[config.mk]
export PLATFORM = sky130hd
export DESIGN_NAME = instr_fetch_stage
export DESIGN_NICKNAME = d
export VERILOG_FILES = /design/src/rtl/instr_fetch_stage.sv
export SDC_FILE = /design/constraint.sdc
export NUM_CORES = 1
export LEC_CHECK = 0
export CAP_MARGIN = 20
export CORE_UTILIZATION = 41
export DETAILED_ROUTE_END_ITERATION = 8
export PLACE_DENSITY = 0.94
export SETUP_SLACK_MARGIN = 0.3
export SLEW_MARGIN = 20
export SYNTH_ARGS = -nofsm -noshare
export SYNTH_HDL_FRONTEND = slang
export SYNTH_SLANG_ARGS = --single-unit
[constraint.sdc]
create_clock -name clk -period 4.1 [get_ports clk]
set_input_delay 0.41 -clock clk [delete_from_list [all_inputs] [get_ports clk]]
set_output_delay 0.41 -clock clk [all_outputs]
set_load 0.05 [all_outputs]
[src/rtl/instr_fetch_stage.sv]
// Instruction-fetch stage: owns the PC, drives the instruction-memory word
// address, and registers the returned word with its next-PC into IF/ID.
// Handles stall, branch redirect with bubble, PC wrap and halt-on-sentinel.
module instr_fetch_stage #(
  parameter int unsigned MEM_DEPTH  = 128,
  parameter logic [31:0] RESET_PC   = 32'h0000_0000,
  parameter logic [31:0] NOP_INSTR  = 32'h0000_0000,
  parameter logic [31:0] HALT_INSTR = 32'hFFFF_FFFF
) (
  input  logic        clk,
  input  logic        rst,
  output logic [31:0] mem_addr,
  input  logic [31:0] mem_data,
  input  logic        stall,
  input  logic        branch_taken,
  input  logic [31:0] branch_target,
  output logic [31:0] if_id_instr,
  output logic [31:0] if_id_npc,
  output logic        if_id_valid,
  output logic        halted,
  output logic [15:0] fetch_count
);

  localparam int unsigned AW = (MEM_DEPTH > 1) ? $clog2(MEM_DEPTH) : 1;

  typedef enum logic {
    RUN  = 1'b0,
    HALT = 1'b1
  } state_t;

  state_t        state, state_n;
  logic [AW-1:0] pc, pc_n, pc_inc;
  logic [31:0]   instr_n, npc_n;
  logic          valid_n;
  logic [15:0]   count_n;

  // PC is kept at the memory's index width, so the +1 wraps modulo MEM_DEPTH
  // for free and the upper address bits are constant zero.
  assign pc_inc   = pc + AW'(1);
  assign mem_addr = {{(32-AW){1'b0}}, pc};
  assign halted   = (state == HALT);

  // Next-state and datapath selection: branch beats stall beats normal fetch.
  always_comb begin
    state_n = state;
    pc_n    = pc;
    instr_n = if_id_instr;
    npc_n   = if_id_npc;
    valid_n = if_id_valid;
    count_n = fetch_count;
    case (state)
      RUN: begin
        if (branch_taken) begin
          pc_n    = branch_target[AW-1:0];
          instr_n = NOP_INSTR;
          npc_n   = '0;
          valid_n = 1'b0;
        end else if (!stall) begin
          instr_n = mem_data;
          npc_n   = {{(32-AW){1'b0}}, pc_inc};
          valid_n = 1'b1;
          if (fetch_count != '1) begin
            count_n = fetch_count + 16'd1;
          end
          // The sentinel is latched and counted, but the PC stays on it.
          if (mem_data == HALT_INSTR) begin
            state_n = HALT;
          end else begin
            pc_n = pc_inc;
          end
        end
      end
      HALT: begin
        // Writing the bubble every halted cycle equals "bubble once, then hold".
        instr_n = NOP_INSTR;
        npc_n   = '0;
        valid_n = 1'b0;
        if (branch_taken) begin
          pc_n    = branch_target[AW-1:0];
          state_n = RUN;
        end
      end
      default: begin
        state_n = RUN;
      end
    endcase
  end

  // State register with synchronous reset overriding every other request.
  always_ff @(posedge clk) begin
    if (rst) begin
      state       <= RUN;
      pc          <= RESET_PC[AW-1:0];
      if_id_instr <= NOP_INSTR;
      if_id_npc   <= '0;
      if_id_valid <= 1'b0;
      fetch_count <= '0;
    end else begin
      state       <= state_n;
      pc          <= pc_n;
      if_id_instr <= instr_n;
      if_id_npc   <= npc_n;
      if_id_valid <= valid_n;
      fetch_count <= count_n;
    end
  end

endmodule

==> impl_metrics.tcl <==
set metrics [dict create \
    status "complete, no violations" \
    num_rows 31 \
    mostFrequentLayoutCells "105 x clkdlybuf4s50_1, 68 x nor2_1, 64 x dfxtp_1" \
    ant_nets 0 \
    post-route-period-util_pct 55.3 \
    die_w_um 90.1 \
    clk_path_buf_depth 2 \
    synth_edf_count 0 \
    combPwrFrac_pct 21.9 \
    vias 2736 \
    p_seq_share_pct 42.9 \
    switchingPower_uw 508 \
    cts_root_buf "clkbuf_8" \
    tns_ns 0 \
    start_kind "input pin" \
    crit_start "mem_data[15]" \
    fmax_mhz 441 \
    hold_viol 0 \
    yosys_warnings 0 \
    ir_drop_mv 0.228 \
    design.core.area_um2 7370 \
    crit_fanout 14 \
    grt_pass1_vias 2677 \
    die_h_um 90.1 \
    finalCriticalPeriod_ns 2.27 \
    layout-area-overhead-vs-synth_pct 35.4 \
    synth_area_leaders "dfxtp_1 40%, buf_4 12%, mux2i_1 11%" \
    r2r_end "fetch_count[1]" \
    p_per_area_nw_per_um2 354 \
    final_max_slew_viol_count 0 \
    rr_worst_depth 5 \
    synthCells 356 \
    dr.pass1.iters 4 \
    postSynthAreaPerCell_um2 8.94 \
    gp_congestion 0.850 \
    cts_resized 0 \
    htreeDepth 3 \
    ys_ff_latch 64 \
    antenna_found_initial 0 \
    grt_usage_pct 19.0 \
    dp_cells 545 \
    cts.sinks 64 \
    holdWs_ns 0.452 \
    async_flop_share_pct 0 \
    port-buffer-count 106 \
    rsz0062_at_grt "false" \
    reg2reg_slack_ns 2.11 \
    diodes 0 \
    drt-initial-drc-count 79 \
    avgRoutedWirePerCell_um 13.7 \
    clock_latency_ns 0.34 \
    switching_share_pct 33.2 \
    ctsHoldBuffers 0 \
    mostFrequentLayoutCell "clkdlybuf4s50_1" \
    cts_setup_buffers 0 \
    p_leak_uw 0.00167 \
    layoutNonFillerInstCount 560 \
    slew_headroom_pct 40.6 \
    r2r-start "fetch_count[9]" \
    p_int_uw 1020 \
    nets 527 \
    finalWirelength_mm 7.67 \
    grt_overflow_total 0 \
    cp_data_required_time_ns 4.33 \
    finalSetupViolCount 0 \
    syn_area_um2 3180 \
    arrival_ns 2.49 \
    numCtsBuffers 9 \
    yosysUniqueCellTypes 43 \
    grt_pass1_wl_mm 12.4 \
    io_pins 182 \
    initial_core_util_pct 43.2 \
    synth.top_cell.area_share_pct 40.2 \
    min_path_type "flop to flop" \
    drc 0 \
    synthFlopType "dfxtp_1" \
    clockPowerShare_pct 35.2 \
    clk_pin_slew_ns 0.07 \
    hpwl_mm 5.72 \
    cts_tree "done" \
    critPathCaptureType "flop" \
    skew_ns 0.0110 \
    p_total_uw 1530 \
    grt_start_max_net_pins 47 \
    max_slew.worst_pin.slew_ns 0.888 \
    crit_end "pc[2]" \
    drive_gt1_share_pct 7.38 \
    path_class "input pin to flop" \
    ys_seq_area_share_pct 40.2 \
    synth_top_cell_by_area "dfxtp_1" \
    dieArea_um2 8120 \
    routed_via_density 4.89 \
    cap_violations 0 \
]
-- cell usage after synthesis (2+ instances only) --
cell       n
or2_2      3
nor3_1     3
clkbuf_1  13
mux2i_1   36
o41ai_1    2
a21oi_2    2
buf_2      2
o32ai_1    2
xor2_1     5
buf_4     50
a211oi_1   8
ha_1       2
xnor2_1   15
nor2_1    68
nand4_1    9
or3_2      2
and3_1     2
and2_1     2
dfxtp_1   64
buf_1      2
and4_1     3
a21oi_1   15
nand2b_1   3
inv_1      2
o21ai_2    3
nand2_1   12
or3_1      2
nand3_1    9
-- registers in the layout (all words and copies together) (netlist names) --
register and flops:
pc 7, if_id_valid 1, halted 1, if_id_instr 32, fetch_count 16, if_id_npc 7
-- cells by family (layout without fill, tap and decap cells) --
family                     Yosys count  in the layout  share of synthesized area, %
buffers and inverters               70            126                          14.5
muxes                               36             36                          11.3
adders and majority gates            2              2                         0.786
AOI/OAI and AO/OA                   37             37                          8.68
xor gates and xnor gates            20             20                          5.50
other                                1             50                         0.118
and+or+nand+nor                    126            126                          18.9
DFF                                 64             64                          40.2
-- worst max-delay path: stages --
cell and delay (ns):
clkdlybuf4s50_1 0.51, nand4_1 0.12, or4_4 0.58, o31ai_4 0.59, or2_2 0.23, a21oi_2 0.05
-- power by group through the flow --
stage	combinational [uW]	clock, uW	sequential, uW
CTS	334	549	656
detailed placement	333	0	670
finish	335	538	657
global route	350	574	659
global placement	328	0	669
floorplan	211	0	732
-- metal layers --
metal	up-vias	wire, um	track usage, %
met3	19	751	7.61
met5	-	0	0
met2	146	3650	32.2
met1	1250	3070	20.8
li1	1321	-	-
met4	0	203	8.87
-- worst min-delay path by stage --
stage / cells past startpoint / from / slack (ns) / end
final: 2 / if_id_valid / 0.45 / if_id_valid
after global routing: 2 / if_id_valid / 0.49 / if_id_valid
after CTS: 2 / if_id_valid / 0.45 / if_id_valid
after detailed placement: 2 / if_id_valid / 0.44 / if_id_valid
after global placement: 2 / if_id_valid / 0.43 / if_id_valid
after floorplan: 2 / mem_data[0] / 0.55 / if_id_instr[0]
-- stage by stage --
stage               instance area (um2)  setup WS [ns]  utilization [%]
finish                             4310           1.83             58.5
global route                       4310           1.74             58.5
CTS                                4310           1.84             58.5
detailed placement                 4120           1.49             55.9
global placement                   4120           1.52             55.9
floorplan                          3370           2.17                -
-- area by class of cell --
cell class,count,area [um2]
sequential,64,1280
multi-input combinational,271,1630
fill,596,3060
timing repair buffer,109,1080
clock buffer,9,124
tap,99,124
clock inverter,6,71.3
inverter,2,7.51
(Power assumes the default switching activity.)
